==> src/rtl/rename_alloc_ctrl.sv <==
// rename_alloc_ctrl: rename-stage sequencer for a 4-way dispatch bundle.
// Holds one bundle and computes the per-way PR need. It dequeues every needed
// PR from the free list in a single cycle, then presents the renamed bundle
// downstream under valid/ready.
// Optional build macro: RENAME_ALLOC_CTRL_PERF_EN adds perf_pr_stall_cycles.
module rename_alloc_ctrl #(
  parameter int PR_W = 7
) (
  input  logic                 CLK,
  input  logic                 rst,
  input  logic                 flush,
  input  logic                 in_valid,
  output logic                 in_ready,
  input  logic [3:0]           in_valid_by_way,
  input  logic [3:0]           in_regwrite_by_way,
  input  logic [3:0][4:0]      in_dest_AR_by_way,
  output logic [3:0]           dep_regwrite_by_way,
  input  logic [2:0]           fl_avail_count,
  input  logic [3:0][PR_W-1:0] fl_PR_by_idx,
  output logic [2:0]           fl_deq_count,
  output logic                 out_valid,
  input  logic                 out_ready,
  output logic [3:0]           out_valid_by_way,
  output logic [3:0]           out_regwrite_by_way,
  output logic [3:0][4:0]      out_dest_AR_by_way,
  output logic [3:0][PR_W-1:0] out_dest_PR_by_way
`ifdef RENAME_ALLOC_CTRL_PERF_EN
  ,
  output logic [15:0]          perf_pr_stall_cycles
`endif
);

  typedef enum logic [1:0] {EMPTY, WAIT_PR, FULL} state_e;

  state_e                 state_q, state_d;
  logic [3:0]             need_q;
  logic [3:0]             valid_q;
  logic [3:0][4:0]        ar_q;
  logic [3:0][PR_W-1:0]   pr_q;

  logic [3:0]             need_in;
  logic [2:0]             need_cnt_in;
  logic [2:0]             need_cnt_q;
  logic                   accept;
  logic                   alloc_ok;
  logic [3:0][PR_W-1:0]   pr_alloc;

  function automatic logic [2:0] popcnt4(input logic [3:0] v);
    return {2'b0, v[0]} + {2'b0, v[1]} + {2'b0, v[2]} + {2'b0, v[3]};
  endfunction

  // A way needs a PR only if it is valid, writes a register, and the destination is not AR 0.
  always_comb begin
    for (int i = 0; i < 4; i++) begin
      need_in[i] = in_valid_by_way[i] & in_regwrite_by_way[i] &
                   (in_dest_AR_by_way[i] != 5'd0);
    end
  end

  assign need_cnt_in = popcnt4(need_in);
  assign need_cnt_q  = popcnt4(need_q);
  assign accept      = in_valid & in_ready;
  assign alloc_ok    = (state_q == WAIT_PR) && (fl_avail_count >= need_cnt_q) &&
                       !flush && !rst;

  // Expand the compacted free-list head onto the ways that need a PR, oldest tag first.
  always_comb begin
    logic [2:0] idx;
    // NOTE: give every always_comb target a value before any branch, so no latch is inferred.
    idx      = 3'd0;
    pr_alloc = '0;
    for (int i = 0; i < 4; i++) begin
      if (need_q[i]) begin
        pr_alloc[i] = fl_PR_by_idx[idx[1:0]];
      end
      idx = idx + {2'b0, need_q[i]};
    end
  end

  // State register.
  always_ff @(posedge CLK) begin
    // NOTE: sequential state uses non-blocking assignments so every flop samples pre-edge values.
    if (rst) state_q <= EMPTY;
    else     state_q <= state_d;
  end

  // Next-state logic; flush overrides everything.
  always_comb begin
    state_d = state_q;
    unique case (state_q)
      EMPTY: begin
        if (accept) state_d = (need_cnt_in == 3'd0) ? FULL : WAIT_PR;
      end
      WAIT_PR: begin
        if (alloc_ok) state_d = FULL;
      end
      FULL: begin
        if (out_ready) begin
          if (accept) state_d = (need_cnt_in == 3'd0) ? FULL : WAIT_PR;
          else        state_d = EMPTY;
        end
      end
      default: state_d = EMPTY;
    endcase
    if (flush) state_d = EMPTY;
  end

  // Handshake and free-list outputs, decoded from the current state.
  always_comb begin
    in_ready     = 1'b0;
    out_valid    = 1'b0;
    fl_deq_count = 3'd0;
    unique case (state_q)
      EMPTY:   in_ready = !flush && !rst;
      WAIT_PR: if (alloc_ok) fl_deq_count = need_cnt_q;
      FULL: begin
        out_valid = 1'b1;
        in_ready  = out_ready && !flush && !rst;
      end
      default: ;
    endcase
  end

  // Held bundle: captured on accept; PRs are cleared on capture and filled on allocation.
  always_ff @(posedge CLK) begin
    if (rst) begin
      need_q  <= '0;
      valid_q <= '0;
      ar_q    <= '0;
      pr_q    <= '0;
    end else if (accept) begin
      need_q  <= need_in;
      valid_q <= in_valid_by_way;
      ar_q    <= in_dest_AR_by_way;
      pr_q    <= '0;
    end else if (alloc_ok) begin
      pr_q    <= pr_alloc;
    end
  end

  assign dep_regwrite_by_way = need_q;
  assign out_regwrite_by_way = need_q;
  assign out_valid_by_way    = valid_q;
  assign out_dest_AR_by_way  = ar_q;
  assign out_dest_PR_by_way  = pr_q;

`ifdef RENAME_ALLOC_CTRL_PERF_EN
  logic [15:0] stall_q;

  // Saturating count of cycles spent waiting on the free list; flush does not clear it.
  always_ff @(posedge CLK) begin
    if (rst) begin
      stall_q <= '0;
    end else if ((state_q == WAIT_PR) && (fl_avail_count < need_cnt_q) &&
                 (stall_q != 16'hFFFF)) begin
      stall_q <= stall_q + 16'd1;
    end
  end

  assign perf_pr_stall_cycles = stall_q;
`endif

endmodule

==> config.mk <==
export PLATFORM = sky130hd
export DESIGN_NAME = rename_alloc_ctrl
export DESIGN_NICKNAME = d
export VERILOG_FILES = /design/src/rtl/rename_alloc_ctrl.sv
export SDC_FILE = /design/constraint.sdc
export NUM_CORES = 1
export LEC_CHECK = 0
export BUFFER_PORTS_ARGS = -buffer_cell sky130_fd_sc_hd__buf_2
export CAP_MARGIN = 5
export CORE_ASPECT_RATIO = 1.25
export CORE_MARGIN = 5
export CORE_UTILIZATION = 44
export CTS_BUF_LIST = sky130_fd_sc_hd__clkbuf_16
export DETAILED_ROUTE_END_ITERATION = 12
export GPL_ROUTABILITY_DRIVEN = 0
export PLACE_DENSITY = 0.77
export REMOVE_ABC_BUFFERS = 1
export SETUP_SLACK_MARGIN = 0.05
export SLEW_MARGIN = 10
export SYNTH_ARGS = -nofsm -noshare
export SYNTH_HDL_FRONTEND = slang
export SYNTH_SLANG_ARGS = --single-unit
==> constraint.sdc <==
create_clock -name CLK -period 2.9 [get_ports CLK]
set_input_delay 0.29 -clock CLK [delete_from_list [all_inputs] [get_ports CLK]]
set_output_delay 0.29 -clock CLK [all_outputs]
set_load 0.01 [all_outputs]
==> results.md, run 1 <==
* VDD IR-drop max at between 0.0002 and 0.0003 V
* Number of DRC markers in iteration 0 at 125
* Hold_buf cts at 0
* Post-synth EDFFs at 0
* Dpl cells at roughly 530
* Ys flop type: dfxtp_1
* Pwr Density at ~480 mW/mm2
* Layout Cells excl Fill at around 550
* Critical Path RT at between 2 and 3 ns
* Clock Latency Late Sink at between 0.3 and 0.4 ns
* FP Rows at 34
* Final WL at just under 9000 um
* Combinational fraction of design power at 0.137
* P_sw at between 400 and 500 uW
* Total number of vias at 3,059
* Period utilization at 1.05
* Final setup skew at 0.00276 ns
* Gr usage total at 0.193
* Buffers added on ports at 128
* Most frequent cells in the layout: 128 x buf_2, 56 x dfxtp_1, 38 x a21oi_1
* FFs w/ async S/R, synth at 0
* 1st-pass router iterations at 4
* Max FO, Critical Path at 3
* Switching fraction of total power at 0.250
* CP endpoint kind: primary output
* Initial core utilization at 0.452
* Startpoint Class: register
* Seq pwr share at 0.414
* Die Wd at 86.0 um
* Vias in the first global route at around 3,000
* Max-slew violations at 0
* Diode count at 0
* Gr ovfl total at 0
* Clock sinks at 58
* Filler instances at ~590
* Max-cap violations at 0
* Synth area leaders: dfxtp_1 37%, mux4_2 9.9%, a21oi_1 6.1%, a21oi_2 5.5%, nand4_1 5.5%
* Cell Area, Placed at ~0.0038 mm2
* Seq/Total Area, Yosys at 0.366
* Final Critical Period at ~3.0 ns
* Final #Nets at ~530
* Drt drc at 0
* Mapped Cells at roughly 330
* Post-DP HPWL at roughly 6400 um
* Die ar. at ~0.009 mm2
* Failing checks: negative setup slack
* Via/cell ratio at around 5.6
* Slew @ Worst Pin at just under 0.9 ns
* Share of the synthesized area in the top cell type at 0.366
* Initial antenna violation count at 0
* Peak Freq at 329 MHz
* Reg clk slew, reported paths at ~0.050 ns
* First-pass GRT wire length at 14,200 um
* Avg Inst Size Synth at ~9.5 um2
* Largest net degree at the start of global routing at 31
* Core box area at approximately 0.0070 mm2
* CTS max path bufs at 2
* Worst Path Arrival at between 2 and 3 ns
* Internal power at ~1.5 mW
* Commonest non-fill, non-tap cell in the layout: buf_2
* H-tree depth at 3
* Yosys cell types at 38
* Routed len/inst at 16.1 um
* Synthesis Warnings at 0
* Clk pwr share at 0.449
* Final setup vio count at 3
* Fin. Hold Viols at 0
* RSZ-0062 raised after global routing: yes
* Fin area at ~0.0041 mm2
* CTS root buf: clkbuf_16
* Static leakage at 1.72 nW
* ANT nets after route at 0
* Setup ws final at -0.136 ns
* TritonCTS Buffers at 9
* Die height at about 100 um
* Area growth syn-to-layout at 30.1%
* Layout cells sized above 1 at 0.512
* Slew headroom at 0.412
* Area leader, netlist: dfxtp_1
* CTS tree: built
* Post-Syn Area at ~0.0032 mm2
* FF+latch count, synth at slightly below 60
* Outcome: complete, but fails checks
* Worst min path class: in -> reg
* Total I/O pin count at between 100 and 150
* CP Class: reg -> out
[synthesized netlist by cell type (5+ instances only)]
library cell,count
buf_4,5
inv_1,5
dfxtp_1,58
nand4_1,28
nor3_1,5
clkbuf_1,13
mux2_2,7
buf_2,8
ha_1,8
o21ai_0,29
nand2_1,38
nand2_2,19
a21oi_2,20
a21oi_1,39
mux4_2,14
[final cells by class]
| cell class | count | area [um2] | share of cell area |
|---|---|---|---|
| repair buffers | 143 | 769 | 0.186 |
| multi-input cells | 234 | 1820 | 0.440 |
| inverters | 5 | 18.8 | 0.00454 |
| well taps | 90 | 113 | 0.0273 |
| flip-flops and latches | 58 | 1160 | 0.282 |
| clock inverters | 6 | 25.0 | 0.00606 |
| clock buffers | 9 | 225 | 0.0545 |
[worst paths after layout]
check / from / end / slack [ns] / depth (start not counted)
setup / recovery: dep_regwrite_by_way[0] / fl_deq_count[1] / -0.14 / 9
hold / removal: in_dest_AR_by_way[11] / out_dest_AR_by_way[11] / 0.23 / 3
setup reg to reg: dep_regwrite_by_way[0] / out_dest_PR_by_way[25] / 0 / 11
hold reg to reg: out_dest_AR_by_way[17] / out_dest_AR_by_way[17] / 0.45 / 2
[power by group through the flow]
stage / combinational (mW) / clock, mW / sequential, mW
after floorplan: 0.124 / 0 / 0.847
after global placement: 0.257 / 0 / 0.838
after detailed placement: 0.261 / 0 / 0.838
after CTS: 0.272 / 0.911 / 0.823
after global routing: 0.296 / 0.959 / 0.824
final: 0.273 / 0.892 / 0.823
[registers in the layout (all words and copies together) (netlist names)]
signal	cells
dep_regwrite_by_way	4
state_q	2
out_dest_AR_by_way	20
out_valid_by_way	4
out_dest_PR_by_way	28
[metrics by stage]
step                      hold WS, ns   util  setup WS (ns)  power, mW  TNS, ns
after floorplan                 0.352      -          -1.88      0.972   -50.18
after CTS                       0.220  0.588         -0.140       2.01   -0.346
after detailed placement        0.446  0.542        -0.0863       1.10   -0.254
after global placement          0.440  0.542         0.0773       1.09        0
after global routing            0.226  0.588         -0.234       2.08    -1.27
final                           0.229  0.588         -0.136       1.99   -0.298
[cell families after synthesis]
logic type      synth area share
compound gates             0.189
fa+ha+maj                 0.0505
buf+inv                   0.0812
flops                      0.366
mux                        0.124
simple gates               0.189
[critical path, cell delays in order (launching register included)]
cell     delay, ns
dfxtp_2       0.33
fa_1          0.50
ha_2          0.19
fa_1          0.50
inv_2         0.06
ha_4          0.27
nand2_4       0.05
o21a_4        0.22
nor3_2        0.15
buf_2         0.17
[timing repair]
item                                    in CTS  in global routing
pin swaps                                    4                  3
endpoints found under the setup margin      28                 28
resized for setup                           14                  1
buffers inserted                             2                  0
[layer usage]
metal  vias up  wire length (um)  global-route usage
li1       1443                 -                   -
met2       188              4100               0.299
met5         -                 0                   0
met4         0                87              0.0656
met3        11              1140              0.0701
met1      1417              3440               0.247
No activity file was read; power rests on OpenSTA's default activity.
==> run 2: changes to the inputs <==
--- a/config.mk
+++ b/config.mk
@@ -15,7 +15,7 @@
 export GPL_ROUTABILITY_DRIVEN = 0
 export PLACE_DENSITY = 0.77
 export REMOVE_ABC_BUFFERS = 1
-export SETUP_SLACK_MARGIN = 0.05
+export SETUP_SLACK_MARGIN = 0.02
 export SLEW_MARGIN = 10
 export SYNTH_ARGS = -nofsm -noshare
 export SYNTH_HDL_FRONTEND = slang
==> constraint.sdc (replaced) <==
create_clock -name CLK -period 2.66 [get_ports CLK]
set_input_delay 0.266 -clock CLK [delete_from_list [all_inputs] [get_ports CLK]]
set_output_delay 0.266 -clock CLK [all_outputs]
set_load 0.01 [all_outputs]
==> run 2 against run 1 <==
Effect of this change:
- the run still ends with negative setup slack left
- critical path depth stayed put
- sequential cell count did not move
- worst setup slack lost 0.19 ns
==> results.md, run 2 (synthesis gave the netlist of run 1 again) <==
* CTS max path bufs at 2
* Total number of vias at 3,188
* Max-slew violations at 0
* Most used cell, CP: fa_1
* Min-Delay Startpoint: in_dest_AR_by_way[17]
* Gr usage total at 0.205
* Gr ovfl total at 0
* Area growth syn-to-layout at 36.5%
* Die height at 105 um
* TritonCTS Buffers at 9
* Drt drc at 0
* Power Total at approximately 2.2 mW
* Fin. Hold Viols at 0
* Slew headroom at 0.700
* Post-Route Setup TNS at -4.55 ns
* Commonest non-fill, non-tap cell in the layout: buf_2
* ANT nets after route at 0
* Dpl cells at approximately 540
* Final #Nets at 538
* Max-cap violations at 0
* Setup ws final at -0.322 ns
* Die ar. at between 0.009 and 0.01 mm2
* Worst min path class: in -> reg
* Filler instances at approximately 590
* CTS tree: built
* Initial core utilization at 0.452
* Worst path max stage delay at around 0.5 ns
* Diode count at 0
* Final WL at between 9000 and 10,000 um
* Post-DP HPWL at about 6600 um
* Failing checks: negative setup slack
* Vias in the first global route at roughly 3,100
* FP Rows at 34
* Max FO, Critical Path at 3
* Worst path slowest cell: fa_1
* Fin area at approximately 0.0043 mm2
* Layout cells sized above 1 at 0.542
* Reg clk slew, reported paths at roughly 0.050 ns
* Static leakage at 1.82 nW
* H-tree depth at 3
* CTS root buf: clkbuf_16
* CP Class: reg -> out
* Final setup vio count at 33
* Worst Path Arrival at 2.72 ns
* Startpoint Class: register
* Total I/O pin count at 129
* Slew @ Worst Pin at approximately 0.45 ns
* Buffers added on ports at 128
* CP endpoint kind: primary output
* Clock sinks at a little under 60
* Peak Freq at roughly 340 MHz
* Routed len/inst at around 17 um
* Via/cell ratio at ~5.7
* Die Wd at between 80 and 90 um
* VDD IR-drop max at roughly 0.00039 V
* Final Critical Period at 2.98 ns
* Final setup skew at around 0.0050 ns
* First-pass GRT wire length at 15,000 um
* Cell Area, Placed at slightly below 0.004 mm2
* CP Cell Sequence: fa_1 -> ha_2 -> fa_1 -> inv_2 -> ha_4 -> nand2_4 -> o21a_4 -> nor3_2 -> buf_2
* Layout Cells excl Fill at 557
* Outcome: complete, but fails checks
* Worst flop-to-flop path startpoint: dep_regwrite_by_way[0]
* RSZ-0062 raised after global routing: yes
* Critical Path RT at ~2.4 ns
* Core box area at about 0.0070 mm2
* Largest net degree at the start of global routing at 31
* Most frequent cells in the layout: 128 x buf_2, 56 x dfxtp_1, 37 x nand2_1
* CP Launch Point: dep_regwrite_by_way[0]
* Pwr Density at slightly above 500 mW/mm2
* Cell family with most CP delay: adder cells
* Number of DRC markers in iteration 0 at 151
* Buf/Inv on CP at 2
* Max reg flops at 28
* 1st-pass router iterations at 5
* Period utilization at 1.12
* Initial antenna violation count at 0
* Clock Latency Late Sink at ~0.32 ns
-- run 2: timing repair --
action	CTS	global route
hold buffers	0	0
gates cloned	1	1
setup buffers	4	4
endpoints found under the setup margin	32	33
pin swaps	11	11
gates resized for setup	22	16
-- run 2: report_power, final --
| group | internal (mW) | total, mW | switching (mW) |
|---|---|---|---|
| registers | 0.887 | 0.898 | 0.0111 |
| clock network | 0.607 | 0.979 | 0.372 |
| logic | 0.161 | 0.344 | 0.183 |
-- run 2: stage by stage --
step | hold WS (ns) | worst slack [ns] | util
6_report | 0.193 | -0.322 | 0.617
5_1_grt | 0.201 | -0.406 | 0.617
4_1_cts | 0.182 | -0.348 | 0.602
3_5_place_dp | 0.446 | -0.110 | 0.551
3_3_place_gp | 0.440 | -0.0622 | 0.551
2_1_floorplan | 0.328 | -2.09 | -
-- run 2: worst reg2reg max path, cell delays in order (launching register included) --
cell and delay [ns]:
dfxtp_2 0.33, fa_1 0.51, ha_2 0.19, fa_1 0.49, inv_2 0.05, ha_4 0.27
nand2_4 0.06, o21a_4 0.20, buf_4 0.14, buf_8 0.16, o21ai_0 0.22, a21oi_1 0.10
-- run 2: area by class of cell --
cell class / instances / area (um2) / share of cell area
timing repair buffer: 155 / 916 / 0.211
multi-input combinational: 234 / 1870 / 0.432
tap: 90 / 113 / 0.0260
inverter: 5 / 18.8 / 0.00433
clock inverter: 6 / 26.3 / 0.00607
clock buffer: 9 / 225 / 0.0520
sequential: 58 / 1160 / 0.269
-- run 2: final timing paths --
kind                                 end  slack (ns)  cells after the start
setup / recovery         fl_deq_count[1]       -0.32                      9
hold reg to reg   out_dest_AR_by_way[15]        0.46                      2
setup reg to reg  out_dest_PR_by_way[18]       -0.19                     11
hold / removal    out_dest_AR_by_way[17]        0.19                      3
-- run 2: routing by layer --
metal / up-vias / wire, um / GRT usage
met4: 0 / 205 / 0.0860
met5: - / 0 / 0
met1: 1491 / 3600 / 0.258
li1: 1467 / - / -
met3: 19 / 1200 / 0.0583
met2: 211 / 4640 / 0.326
==> run 3: changes to the inputs <==
--- a/config.mk
+++ b/config.mk
@@ -5,9 +5,9 @@
 export SDC_FILE = /design/constraint.sdc
 export NUM_CORES = 1
 export LEC_CHECK = 0
-export BUFFER_PORTS_ARGS = -buffer_cell sky130_fd_sc_hd__buf_2
+export BUFFER_PORTS_ARGS = -buffer_cell sky130_fd_sc_hd__buf_4
 export CAP_MARGIN = 5
-export CORE_ASPECT_RATIO = 1.25
+export CORE_ASPECT_RATIO = 0.8
 export CORE_MARGIN = 5
 export CORE_UTILIZATION = 44
 export CTS_BUF_LIST = sky130_fd_sc_hd__clkbuf_16
==> run 3 against run 2 <==
Effect of this change:
- the flow still finishes with violations (negative setup slack)
- clock power is 12% higher
- final area increased by 11%
- sequential cell count stayed put
- sequential power about the same
- critical path type unchanged
==> results.md, run 3 (synthesis gave the netlist of run 1 again) <==
* CP Cell Sequence: fa_1 -> ha_2 -> fa_1 -> inv_2 -> ha_4 -> nand2_4 -> o21a_4 -> nor3_4 -> buf_6
* Slew headroom at 0.191
* Worst path max stage delay at 0.51 ns
* CP endpoint kind: primary output
* Period utilization at 1.14
* Initial antenna violation count at 0
* CTS root buf: clkbuf_16
* Largest net degree at the start of global routing at 36
* Via/cell ratio at 5.72
* First-pass GRT wire length at 16,300 um
* Final setup vio count at 33
* Failing checks: negative setup slack
* Outcome: complete, but fails checks
* Static leakage at approximately 1.9 nW
* Post-Route Setup TNS at -6.37 ns
* Die height at about 86 um
* Routed len/inst at around 19 um
* Diode count at 0
* Clock sinks at 58
* Worst min path class: in -> reg
* Worst path slowest cell: fa_1
* CTS max path bufs at 2
* RSZ-0062 raised after global routing: yes
* Layout cells sized above 1 at 0.576
* Slew @ Worst Pin at roughly 1.2 ns
* Number of DRC markers in iteration 0 at ~190
* Dpl cells at 533
* Cell Area, Placed at between 0.004 and 0.005 mm2
* CTS tree: built
* Post-DP HPWL at approximately 7000 um
* Die ar. at around 0.0090 mm2
* Most frequent cells in the layout: 147 x buf_4, 57 x dfxtp_1, 37 x nand2_1
* Initial core utilization at 0.456
* Fin area at 0.00480 mm2
* Gr usage total at 0.222
* FP Rows at 27
* Vias in the first global route at 3,258
* Final #Nets at 542
* VDD IR-drop max at around 0.00035 V
* Dpl ws at -0.157 ns
* Peak Freq at around 330 MHz
* Critical Path RT at 2.39 ns
* 1st-pass router iterations at 4
* Commonest non-fill, non-tap cell in the layout: buf_4
* Total number of vias at approximately 3,200
* Pwr Density at slightly below 500 mW/mm2
* Most used cell, CP: fa_1
* Gr ovfl total at 0
* Buffers added on ports at 128
* Setup ws final at -0.385 ns
* Final setup skew at ~0.0078 ns
* CP Class: reg -> out
* Final Critical Period at between 3 and 4 ns
* Max-cap violations at 0
* Layout Cells excl Fill at around 560
* ANT nets after route at 0
* Worst Path Arrival at around 2.8 ns
* TritonCTS Buffers at 9
* Final WL at around 11,000 um
* Clock Latency Late Sink at approximately 0.32 ns
* Die Wd at 105 um
* Startpoint Class: register
* H-tree depth at 3
* Total I/O pin count at 129
* Max FO, Critical Path at 4
* Fin. Hold Viols at 0
* Area growth syn-to-layout at 51.2%
* Reg clk slew, reported paths at 0.05 ns
* Drt drc at 0
* Max-slew violations at 0
* Max reg flops at 28
* Hold_buf cts at 0
* Core box area at around 0.0070 mm2
## run 3: power by group
group          leakage (nW)  total [mW]  internal, mW  switching (mW)
clock network         0.138        1.10         0.711           0.393
registers             0.469       0.898         0.886          0.0114
logic                  1.29       0.384         0.195           0.189
## run 3: layer usage
metal / wire (um) / global-route usage
met4: 341 / 0.0836
met5: 0 / 0
met3: 676 / 0.0617
met1: 4250 / 0.267
met2: 5400 / 0.381
## run 3: layout make-up
class                   instances  area, um2
fillers                       518       2160
clock inverters                 7       61.3
repair buffers                159       1280
multi-input cells             234       1940
clock buffers                   9        225
well taps                      87        109
flip-flops and latches         58       1160
inverters                       5       18.8
## run 3: path summary, 6_finish.rpt
path                                from                     end  slack, ns  cells past startpoint
setup reg to reg  dep_regwrite_by_way[2]  out_dest_PR_by_way[24]      -0.28                     12
setup / recovery  dep_regwrite_by_way[2]         fl_deq_count[1]      -0.38                      9
hold / removal      in_dest_AR_by_way[1]   out_dest_AR_by_way[1]       0.20                      3
hold reg to reg   out_dest_AR_by_way[15]  out_dest_AR_by_way[15]       0.46                      2
## run 3: through the flow
stage	hold WS [ns]	utilization	power, mW
finish	0.202	0.690	2.39
global route	0.197	0.690	2.48
CTS	0.193	0.678	2.39
detailed placement	0.450	0.599	1.24
global placement	0.444	0.599	1.23
floorplan	0.328	-	1.06
## run 3: critical path: cells and delay by family, from the launching register on
| family | cells | cell delay, ns |
|---|---|---|
| buf+inv | 2 | 0.20 |
| flops | 1 | 0.32 |
| fa+ha+maj | 4 | 1.48 |
| compound gates | 1 | 0.22 |
| simple gates | 2 | 0.24 |
## run 3: timing repair
action / CTS / global route
buffers inserted: 7 / 4
endpoints found under the setup margin: 33 / 33
gates resized for setup: 67 / 16
cloned: 2 / 1
pin swaps: 24 / 4
